[config.mk]
export PLATFORM = sky130hd
export DESIGN_NAME = mcdt_multi
export DESIGN_NICKNAME = d
export VERILOG_FILES = /design/src/rtl/mcdt_pkg.sv /design/src/rtl/chnl_fifo.sv /design/src/rtl/mcdt_multi.sv
export SDC_FILE = /design/constraint.sdc
export NUM_CORES = 2
export LEC_CHECK = 0
export CORE_ASPECT_RATIO = 1.2
export CORE_UTILIZATION = 45
export CTS_BUF_LIST = sky130_fd_sc_hd__clkbuf_8
export DETAILED_ROUTE_END_ITERATION = 10
export SYNTH_ARGS = -nofsm -noshare
export SYNTH_HDL_FRONTEND = slang
export SYNTH_HIERARCHICAL = 1
export SYNTH_SLANG_ARGS = --single-unit
[constraint.sdc]
create_clock -name clk_i -period 3.53 [get_ports clk_i]
set_input_delay 0.706 -clock clk_i [delete_from_list [all_inputs] [get_ports clk_i]]
set_output_delay 0.706 -clock clk_i [all_outputs]
set_load 0.01 [all_outputs]
[src/rtl/mcdt_pkg.sv]
// Shared arbitration mode type, default parameters and width helpers
// for the multi-channel data transfer block.
package mcdt_pkg;

  typedef enum logic {
    ARB_FIXED = 1'b0,
    ARB_RR    = 1'b1
  } arb_mode_e;

  localparam int DEF_NUM_CH     = 3;
  localparam int DEF_DATA_W     = 32;
  localparam int DEF_FIFO_DEPTH = 32;
  localparam int DEF_ARB_MODE   = int'(ARB_FIXED);

  // Width of a count/margin field: must hold the value FIFO_DEPTH itself.
  function automatic int calc_mw(input int depth);
    return $clog2(depth) + 1;
  endfunction

  function automatic int calc_idw(input int num_ch);
    return (num_ch > 2) ? $clog2(num_ch) : 1;
  endfunction

endpackage

[src/rtl/chnl_fifo.sv]
// Per-channel FIFO: power-of-two depth, wrapping pointers, explicit count so
// that full/empty/margin come straight from a register.
module chnl_fifo
  import mcdt_pkg::*;
#(
  parameter int DATA_W     = DEF_DATA_W,
  parameter int FIFO_DEPTH = DEF_FIFO_DEPTH
) (
  input  logic                           clk,
  input  logic                           rstn,
  input  logic                           push,
  input  logic                           pop,
  input  logic [DATA_W-1:0]              din,
  output logic [DATA_W-1:0]              dout,
  output logic [calc_mw(FIFO_DEPTH)-1:0] count,
  output logic [calc_mw(FIFO_DEPTH)-1:0] margin
);

  localparam int AW = $clog2(FIFO_DEPTH);
  localparam int MW = calc_mw(FIFO_DEPTH);
  localparam logic [MW-1:0] FULL = MW'(FIFO_DEPTH);

  logic [DATA_W-1:0] mem [FIFO_DEPTH];
  logic [AW-1:0]     wr_ptr_reg;
  logic [AW-1:0]     rd_ptr_reg;
  logic [MW-1:0]     count_reg;
  logic [MW-1:0]     count_next;
  logic              push_ok;
  logic              pop_ok;

  assign push_ok = push && (count_reg != FULL);
  assign pop_ok  = pop && (count_reg != '0);

  always_comb begin
    count_next = count_reg;
    case ({push_ok, pop_ok})
      2'b10:   count_next = count_reg + 1'b1;
      2'b01:   count_next = count_reg - 1'b1;
      default: count_next = count_reg;
    endcase
  end

  always_ff @(posedge clk) begin
    if (!rstn) begin
      wr_ptr_reg <= '0;
      rd_ptr_reg <= '0;
      count_reg  <= '0;
    end else begin
      if (push_ok) wr_ptr_reg <= wr_ptr_reg + 1'b1;
      if (pop_ok)  rd_ptr_reg <= rd_ptr_reg + 1'b1;
      count_reg <= count_next;
    end
  end

  always_ff @(posedge clk) begin
    if (rstn && push_ok) mem[wr_ptr_reg] <= din;
  end

  // Head word is visible immediately so the output register can load it on the pop edge.
  assign dout   = mem[rd_ptr_reg];
  assign count  = count_reg;
  assign margin = FULL - count_reg;

endmodule

[src/rtl/mcdt_multi.sv]
// Multi-channel data transfer: NUM_CH write FIFOs merged by a fixed-priority
// or round-robin arbiter into a single registered output with backpressure.
module mcdt_multi
  import mcdt_pkg::*;
#(
  parameter int NUM_CH     = DEF_NUM_CH,
  parameter int DATA_W     = DEF_DATA_W,
  parameter int FIFO_DEPTH = DEF_FIFO_DEPTH,
  parameter int ARB_MODE   = DEF_ARB_MODE
) (
  input  logic                                  clk_i,
  input  logic                                  rstn_i,
  input  logic [NUM_CH*DATA_W-1:0]              ch_data_i,
  input  logic [NUM_CH-1:0]                     ch_valid_i,
  output logic [NUM_CH-1:0]                     ch_ready_o,
  input  logic [NUM_CH-1:0]                     ch_en_i,
  output logic [NUM_CH*calc_mw(FIFO_DEPTH)-1:0] ch_margin_o,
  output logic [DATA_W-1:0]                     mcdt_data_o,
  output logic                                  mcdt_val_o,
  output logic [calc_idw(NUM_CH)-1:0]           mcdt_id_o,
  input  logic                                  mcdt_ready_i
);

  localparam int MW  = calc_mw(FIFO_DEPTH);
  localparam int IDW = calc_idw(NUM_CH);
  localparam logic [MW-1:0]  FULL    = MW'(FIFO_DEPTH);
  localparam logic [IDW-1:0] LAST_CH = IDW'(NUM_CH - 1);

  logic [MW-1:0]     count [NUM_CH];
  logic [DATA_W-1:0] fifo_dout [NUM_CH];
  logic [NUM_CH-1:0] push;
  logic [NUM_CH-1:0] pop;
  logic [NUM_CH-1:0] cand;
  logic              out_free;
  logic              grant_found;
  logic [IDW-1:0]    grant_idx;
  logic [DATA_W-1:0] sel_data;
  logic [IDW-1:0]    last_grant_reg;
  logic [DATA_W-1:0] data_reg;
  logic              val_reg;
  logic [IDW-1:0]    id_reg;

  assign out_free = !val_reg || mcdt_ready_i;

  generate
    for (genvar gi = 0; gi < NUM_CH; gi++) begin : g_ch
      assign ch_ready_o[gi] = ch_en_i[gi] && (count[gi] != FULL);
      assign push[gi]       = ch_valid_i[gi] && ch_ready_o[gi];
      assign cand[gi]       = ch_en_i[gi] && (count[gi] != '0);
      assign pop[gi]        = out_free && grant_found && (grant_idx == IDW'(gi));

      chnl_fifo #(
        .DATA_W     (DATA_W),
        .FIFO_DEPTH (FIFO_DEPTH)
      ) u_fifo (
        .clk    (clk_i),
        .rstn   (rstn_i),
        .push   (push[gi]),
        .pop    (pop[gi]),
        .din    (ch_data_i[gi*DATA_W +: DATA_W]),
        .dout   (fifo_dout[gi]),
        .count  (count[gi]),
        .margin (ch_margin_o[gi*MW +: MW])
      );
    end
  endgenerate

  // Two passes: indices at/after the start point, then the wrapped-around ones.
  // Fixed priority is the degenerate case start = 0.
  always_comb begin
    int start;
    grant_found = 1'b0;
    grant_idx   = '0;
    sel_data    = '0;
    start       = (ARB_MODE == int'(ARB_RR)) ? int'(last_grant_reg) + 1 : 0;
    for (int k = 0; k < NUM_CH; k++) begin
      if (!grant_found && cand[k] && (k >= start)) begin
        grant_found = 1'b1;
        grant_idx   = IDW'(k);
        sel_data    = fifo_dout[k];
      end
    end
    for (int k = 0; k < NUM_CH; k++) begin
      if (!grant_found && cand[k] && (k < start)) begin
        grant_found = 1'b1;
        grant_idx   = IDW'(k);
        sel_data    = fifo_dout[k];
      end
    end
  end

  always_ff @(posedge clk_i) begin
    if (!rstn_i) begin
      data_reg       <= '0;
      val_reg        <= 1'b0;
      id_reg         <= '0;
      last_grant_reg <= LAST_CH;
    end else if (out_free) begin
      if (grant_found) begin
        data_reg       <= sel_data;
        id_reg         <= grant_idx;
        val_reg        <= 1'b1;
        last_grant_reg <= grant_idx;
      end else begin
        val_reg <= 1'b0;
      end
    end
  end

  assign mcdt_data_o = data_reg;
  assign mcdt_val_o  = val_reg;
  assign mcdt_id_o   = id_reg;

endmodule

== Word-level counts from Yosys, hierarchy flattened ==
Memories as Yosys holds them, arrays and structs flattened. A register that Yosys moved wholly into a read port is not among the register bits.
Cells that the tools add are included.

* Register bits after elaboration: 83
* Bits in writable memories: 3072
* Output and inout port bits: 56
* Logic and storage cells: 101
* Memories kept: 3

* Add/subtract/negate cells: 15
* Eq/ne operators: 11
* Multiplexer cells: 24
* Reduce and logical (&&, ||, !) cells: 36

{| class="wikitable"
|+ Memories
! name !! words !! bits a word !! read ports !! clocked after memory_dff !! wr ports !! line !! text
|-
| g_ch[0].u_fifo.mem || 32 || 32 || 1 || 1 || 1 || chnl_fifo.sv:23 || <nowiki>logic [DATA_W-1:0] mem [FIFO_DEPTH];</nowiki>
|-
| g_ch[1].u_fifo.mem || 32 || 32 || 1 || 1 || 1 || chnl_fifo.sv:23 ||
|-
| g_ch[2].u_fifo.mem || 32 || 32 || 1 || 1 || 1 || chnl_fifo.sv:23 ||
|}

{| class="wikitable"
|+ Operators with widths
! operator !! number
|-
| $mux 32 || 3
|-
| $pmux 6 s2 || 3
|-
| $add 5x1->5 const B || 6
|-
| $mux 5 || 6
|-
| $logic_and 1x1->1 || 24
|-
| $add 6x1->6 const B || 3
|-
| $ne 6x6->1 const B || 3
|-
| $reduce_bool 6->1 || 3
|-
| $sub 6x1->6 const B || 3
|-
| $sub 6x6->6 const A || 3
|-
| $mux 1 || 11
|-
| $eq 2x1->1 const B || 4
|-
| $eq 2x2->1 const B || 4
|-
| $reduce_bool 2->1 || 3
|-
| $logic_not 1->1 || 3
|-
| $logic_not 2->1 || 1
|-
| $mux 2 || 1
|-
| $reduce_and 2->1 || 1
|-
| $logic_or 1x1->1 || 1
|}

== Logic depth before layout (Yosys ltp) ==
* Word-level depth: 14
* Gate-level depth with buffers: 15
* Depth with buffers taken out: 12

== Cells and area by module ==
Netlist, hierarchy kept.

{| class="wikitable"
|+ Modules (own cells, without submodules)
! module !! instances !! cells each !! area each (sq um) !! sequential area each (sq um)
|-
| chnl_fifo at g_ch[0].u_fifo ... || 2 || 2060 || 40460.1 || 31169.9
|-
| chnl_fifo at g_ch[2].u_fifo || 1 || 2060 || 40461.3 || 31169.9
|-
| mcdt_multi || 1 || 290 || 2187.1 || 700.7
|}

== Least setup slack after synthesis ==
Ideal clock, no wire load.

* Path type: input to register
* From: input ch_en_i[0]
* To: memory g_ch[0].u_fifo/mem[30][0] (netlist name) (enable)
* Arrival: 3.383 ns
* Required time: 3.109 ns
* Slack: -0.274 ns
* Stages: 6
* Buffers on the path: 0
* Cell sequence: inv_1 -> a31oi_1 -> and2_1 -> a21boi_1 -> nand3_1 -> nor2_1

* Word-level cells in the longest chain between the ends: 6

{| class="wikitable"
|+ RTL lines
! what !! line !! text
|-
| start: declaration || mcdt_multi.sv:16 || <nowiki>input logic [NUM_CH-1:0] ch_en_i,</nowiki>
|-
| $logic_and 1x1->1 || mcdt_multi.sv:47 || <nowiki>assign ch_ready_o[gi] = ch_en_i[gi] && (count[gi] != FULL);</nowiki>
|-
| named net ch_ready_o[0] || mcdt_multi.sv:15 || <nowiki>output logic [NUM_CH-1:0] ch_ready_o,</nowiki>
|-
| $logic_and 1x1->1 || mcdt_multi.sv:48 || <nowiki>assign push[gi] = ch_valid_i[gi] && ch_ready_o[gi];</nowiki>
|-
| named net push[0] || mcdt_multi.sv:31 || <nowiki>logic [NUM_CH-1:0] push;</nowiki>
|-
| $logic_and 1x1->1 || chnl_fifo.sv:31 || <nowiki>assign push_ok = push && (count_reg != FULL);</nowiki>
|-
| $logic_and 1x1->1 || chnl_fifo.sv:56 || <nowiki>if (rstn && push_ok) mem[wr_ptr_reg] <= din;</nowiki>
|-
| $mux 1 || chnl_fifo.sv:56 ||
|-
| $mux 1 (implied by the code) || chnl_fifo.sv:56 ||
|-
| end: declaration || chnl_fifo.sv:23 ||
|}

The timed path passes the listed nets, and every way through them passes these cells.

== Worst setup path in the final report ==
* From: register g_ch[2].u_fifo.count_reg[1]
* To: output ch_ready_o[2]

* Word-level cells in the longest chain between the ends: 2

{| class="wikitable"
|+ RTL lines
! what !! line !! text
|-
| start: declaration || chnl_fifo.sv:26 || <nowiki>logic [MW-1:0] count_reg;</nowiki>
|-
| start signal: assignment || chnl_fifo.sv:51 || <nowiki>count_reg <= count_next;</nowiki>
|-
| $ne 6x6->1 || mcdt_multi.sv:47 ||
|-
| $logic_and 1x1->1 || mcdt_multi.sv:47 ||
|-
| end: declaration || mcdt_multi.sv:15 ||
|}

Every way passes these cells.

==> summary by stage <==
Min path
Along the worst hold path, the cell count comes to 3. In this run the worst hold path is classified as in -> reg.

Timing
For the pin with the worst max-slew slack, the measured transition is 1.18 ns. The maximum frequency from static timing analysis is 0.290 GHz. After layout, the minimum clock period comes to 3.45 ns. After layout, the worst path uses 97.7% of the clock period. The worst hold margin is 0.285 ns.

The relative max-transition margin is 21.3%. The number of max-slew violations in the final report is 0. The total count of hold-check failures in the final report came to 0.

Setup violations remaining at the end of the flow were counted as 0. On the final layout, the worst clock skew is 0.0648 ns.

Drt
The pre-antenna-repair detailed-routing pass consisted of 5 iterations. The detailed router finished its first iteration with 6116 violations. The number of remaining DRC errors is 0. The remaining antenna violation count after routing is 0. Detailed routing inserted a total of 66200 vias. Summed over all layers, the routed wires come to 340000 um. Using the TritonRoute via totals, the vias-per-cell ratio works out to 5.85. After detailed routing, the average wire length per cell comes to 30.0 um.

Job
The max-cap check violation count is 0.

Power
Across the VDD grid, the largest voltage drop is 0.400 mV. The total chip power is 73.4 mW. Power spread over the standard cell area amounts to 507 nW/um2. Summed over all cells, the static leakage comes to 46.3 nW.

Synthesis
Sorting the synthesized cells by area gives the leading types as edfxtp_1 (75%), mux4_2 (7.0%), mux2_2 (5.2%). The part of the Yosys area used for sequential elements is 76.2%. For this run, the number of Yosys warnings is 6.

The cell taking the most area after synthesis is edfxtp_1. After synthesis, the largest area contributor takes up 74.7% of total cell area. The register bit count reported by yosys is 3170.

Synthesis instantiated 59 different standard cells from the library. The synthesized instance count is 6470. The prevailing post-synth register cell is edfxtp_1. Yosys mapped a number of flops with a built-in enable equal to 3072.

The number of nets handed over by synthesis was 6602. The post-synthesis async set-or-reset flop share is 0%. Summing every instance area after synthesis gives 124000 um2. A synthesized cell averages 19.1 um2.

Setup path
The arrival time at the worst endpoint is 2.74 ns. The worst setup path is captured at a primary output. The critical path launch point type is a flop. The critical path is of the reg -> out type. In this run the worst path has a maximum fanout of 11.

The endpoint required time on the critical path is 2.82 ns. The number of cell instances on the worst register-to-register path is 11.

Cells and area
The number of nets in the layout is 7446. The fraction of final layout cells sized beyond drive strength 1 is 30.2%. The count of cells in the finished layout, fillers not included, comes to 11300. The number of flip-flops in the largest register is 3072. Once layout is done, the placed cells without fillers occupy 145000 um2. Leaving out fill and tap cells, the most frequent cell in the layout is edfxtp_1. The filler cell count in the final layout is 21400. The synthesis-to-layout area growth is 17.2%. The top cell types in the final layout, fill and taps aside, are edfxtp_1 (3072), mux2_2 (576), clkbuf_8 (493).

Placed design
The detailed placement HPWL is 210000 um. The number of placed cells counting well taps is 10400. The cell area after placement is 136000 um2.

Buffers placed on the I/O ports in this run total 160. Routability-driven placement finished with a final weighted congestion of 0.838.

Floorplan
The initial utilization of the core area, before any placement, comes to 45.3%. In this run the vertical extent of the chip is 576 um. The full die area is 277000 um2. After floorplanning, the core was sized to cover 273000 um2. The total number of placement rows is 210. The number of I/O pins is 161. From left edge to right edge, the die measures 480 um.

Clock tree
In this run, CTS created clock tree buffers numbering 472. The number of clock sinks is 3170. The buffer type at the clock tree root is clkbuf_8. The CTS tree is built.

For the worst-skew pair, the clock arrives at the later sink with an insertion delay of 1.06 ns. No sink is reached through more buffers than the 4 on the longest clock path. Clock-pin slew was measured on the worst setup and hold paths at 0.06 ns. In this run the number of H-tree levels came out at 5.

Global routing
The total overflow reported by the global router is 0. Global routing consumed, over all layers together, 24.5% of the routing resources. Entering global routing, the biggest net connects 51 pins.

The first global-routing pass estimated 486000 um of wire. The initial antenna violation count is 29. The number of global-route vias before repair came to 67600.

Outcome
The run finished with clean final reports.
-- final timing paths --
path / startpoint / to / slack (ns)
setup / recovery: g_ch[2].u_fifo/count[1] / ch_ready_o[2] / 0.08
hold / removal: rstn_i / mcdt_id_o[1] / 0.29
setup reg to reg: flop / mcdt_data_o[13] / 0.18
hold reg to reg: mcdt_data_o[27] / mcdt_data_o[27] / 0.48
-- routing by layer --
metal  up-vias  wire length (um)  global-route usage, %
met5         -               114                      0
met4        16             12500                   8.74
met3       544             21100                   3.79
met2      2345            174000                   42.4
met1     35000            132000                   31.1
li1      28200                 -                      -
-- synth_stat cells (4+ instances only) --
library cell     n
nor4b_1          6
nor2_1         188
buf_4            9
a211oi_1       195
and3_1           6
a21boi_0        36
xnor2_1         12
o41ai_1          6
buf_1           38
ha_1            27
nand3_1         50
inv_1           25
o31a_1           4
mux4_2         384
o211ai_1         6
or2_2            4
a22o_1         192
edfxtp_1      3072
a21oi_1         13
nand2b_1        22
xor2_1          27
o22ai_1        192
or4_1           98
nand2_1         56
buf_2           46
a31oi_1          4
and3b_1          6
o22a_1          32
clkbuf_1       278
mux2i_1         27
dfxtp_1         98
buf_6           31
or3_1            6
mux2_2         576
nor2b_1        198
nand3b_1        12
o21ai_0        236
nor3_1         198
or3b_2           6
nand4_1          6
-- layout make-up --
| cell class | instances | area, um2 | share of cell area [%] |
|---|---|---|---|
| multi-input cells | 2873 | 28400 | 19.6 |
| diodes | 13 | 32.5 | 0.0225 |
| inverters | 25 | 93.8 | 0.0648 |
| flip-flops and latches | 3170 | 94200 | 65.1 |
| repair buffers | 772 | 8620 | 5.95 |
| well taps | 3604 | 4510 | 3.11 |
| clock buffers | 493 | 6790 | 4.69 |
| clock inverters | 362 | 2090 | 1.45 |
-- metrics by stage --
step           TNS (ns)  utilization, %  setup slack, ns
3_5_place_dp     -0.348            49.7           -0.165
4_1_cts               0            53.0          0.00499
3_3_place_gp     -0.320            49.7           -0.122
2_1_floorplan   -551.96               -           -0.274
5_1_grt         -0.0196            53.0          -0.0166
6_report              0            53.0           0.0827
-- where the power goes --
part	switching, mW	internal, mW	total (mW)
Sequential	0.225	41.4	41.7
Combinational	2.05	1.26	3.32
Clock	14.0	14.5	28.4
Total	16.2	57.2	73.4
-- cells by family after synthesis --
logic type               after synthesis  synth area share [%]
adder cells (fa/ha/maj)               27                 0.273
AND/OR/NAND/NOR                      891                  3.98
AO/OA/AOI/OAI                        929                  5.21
XOR/XNOR                              39                 0.276
flip-flops                          3170                  76.2
multiplexers                         987                  12.5
buffers and inverters                427                  1.56
-- what timing repair did --
action | in CTS | in global routing
setup endpoints to repair | 14 | 7
resized for setup | 17 | 6
hold buffers | 0 | 0
pin swaps | 1 | 0
buffers inserted | 6 | 5
-- critical path, cell delays in order, from the launching register on --
cell and delay [ns]:
dfxtp_2 0.39, or4_4 0.59, o31a_1 0.27, buf_4 0.16, dlygate4sd2_1 0.29
(Power assumes the default switching activity.)
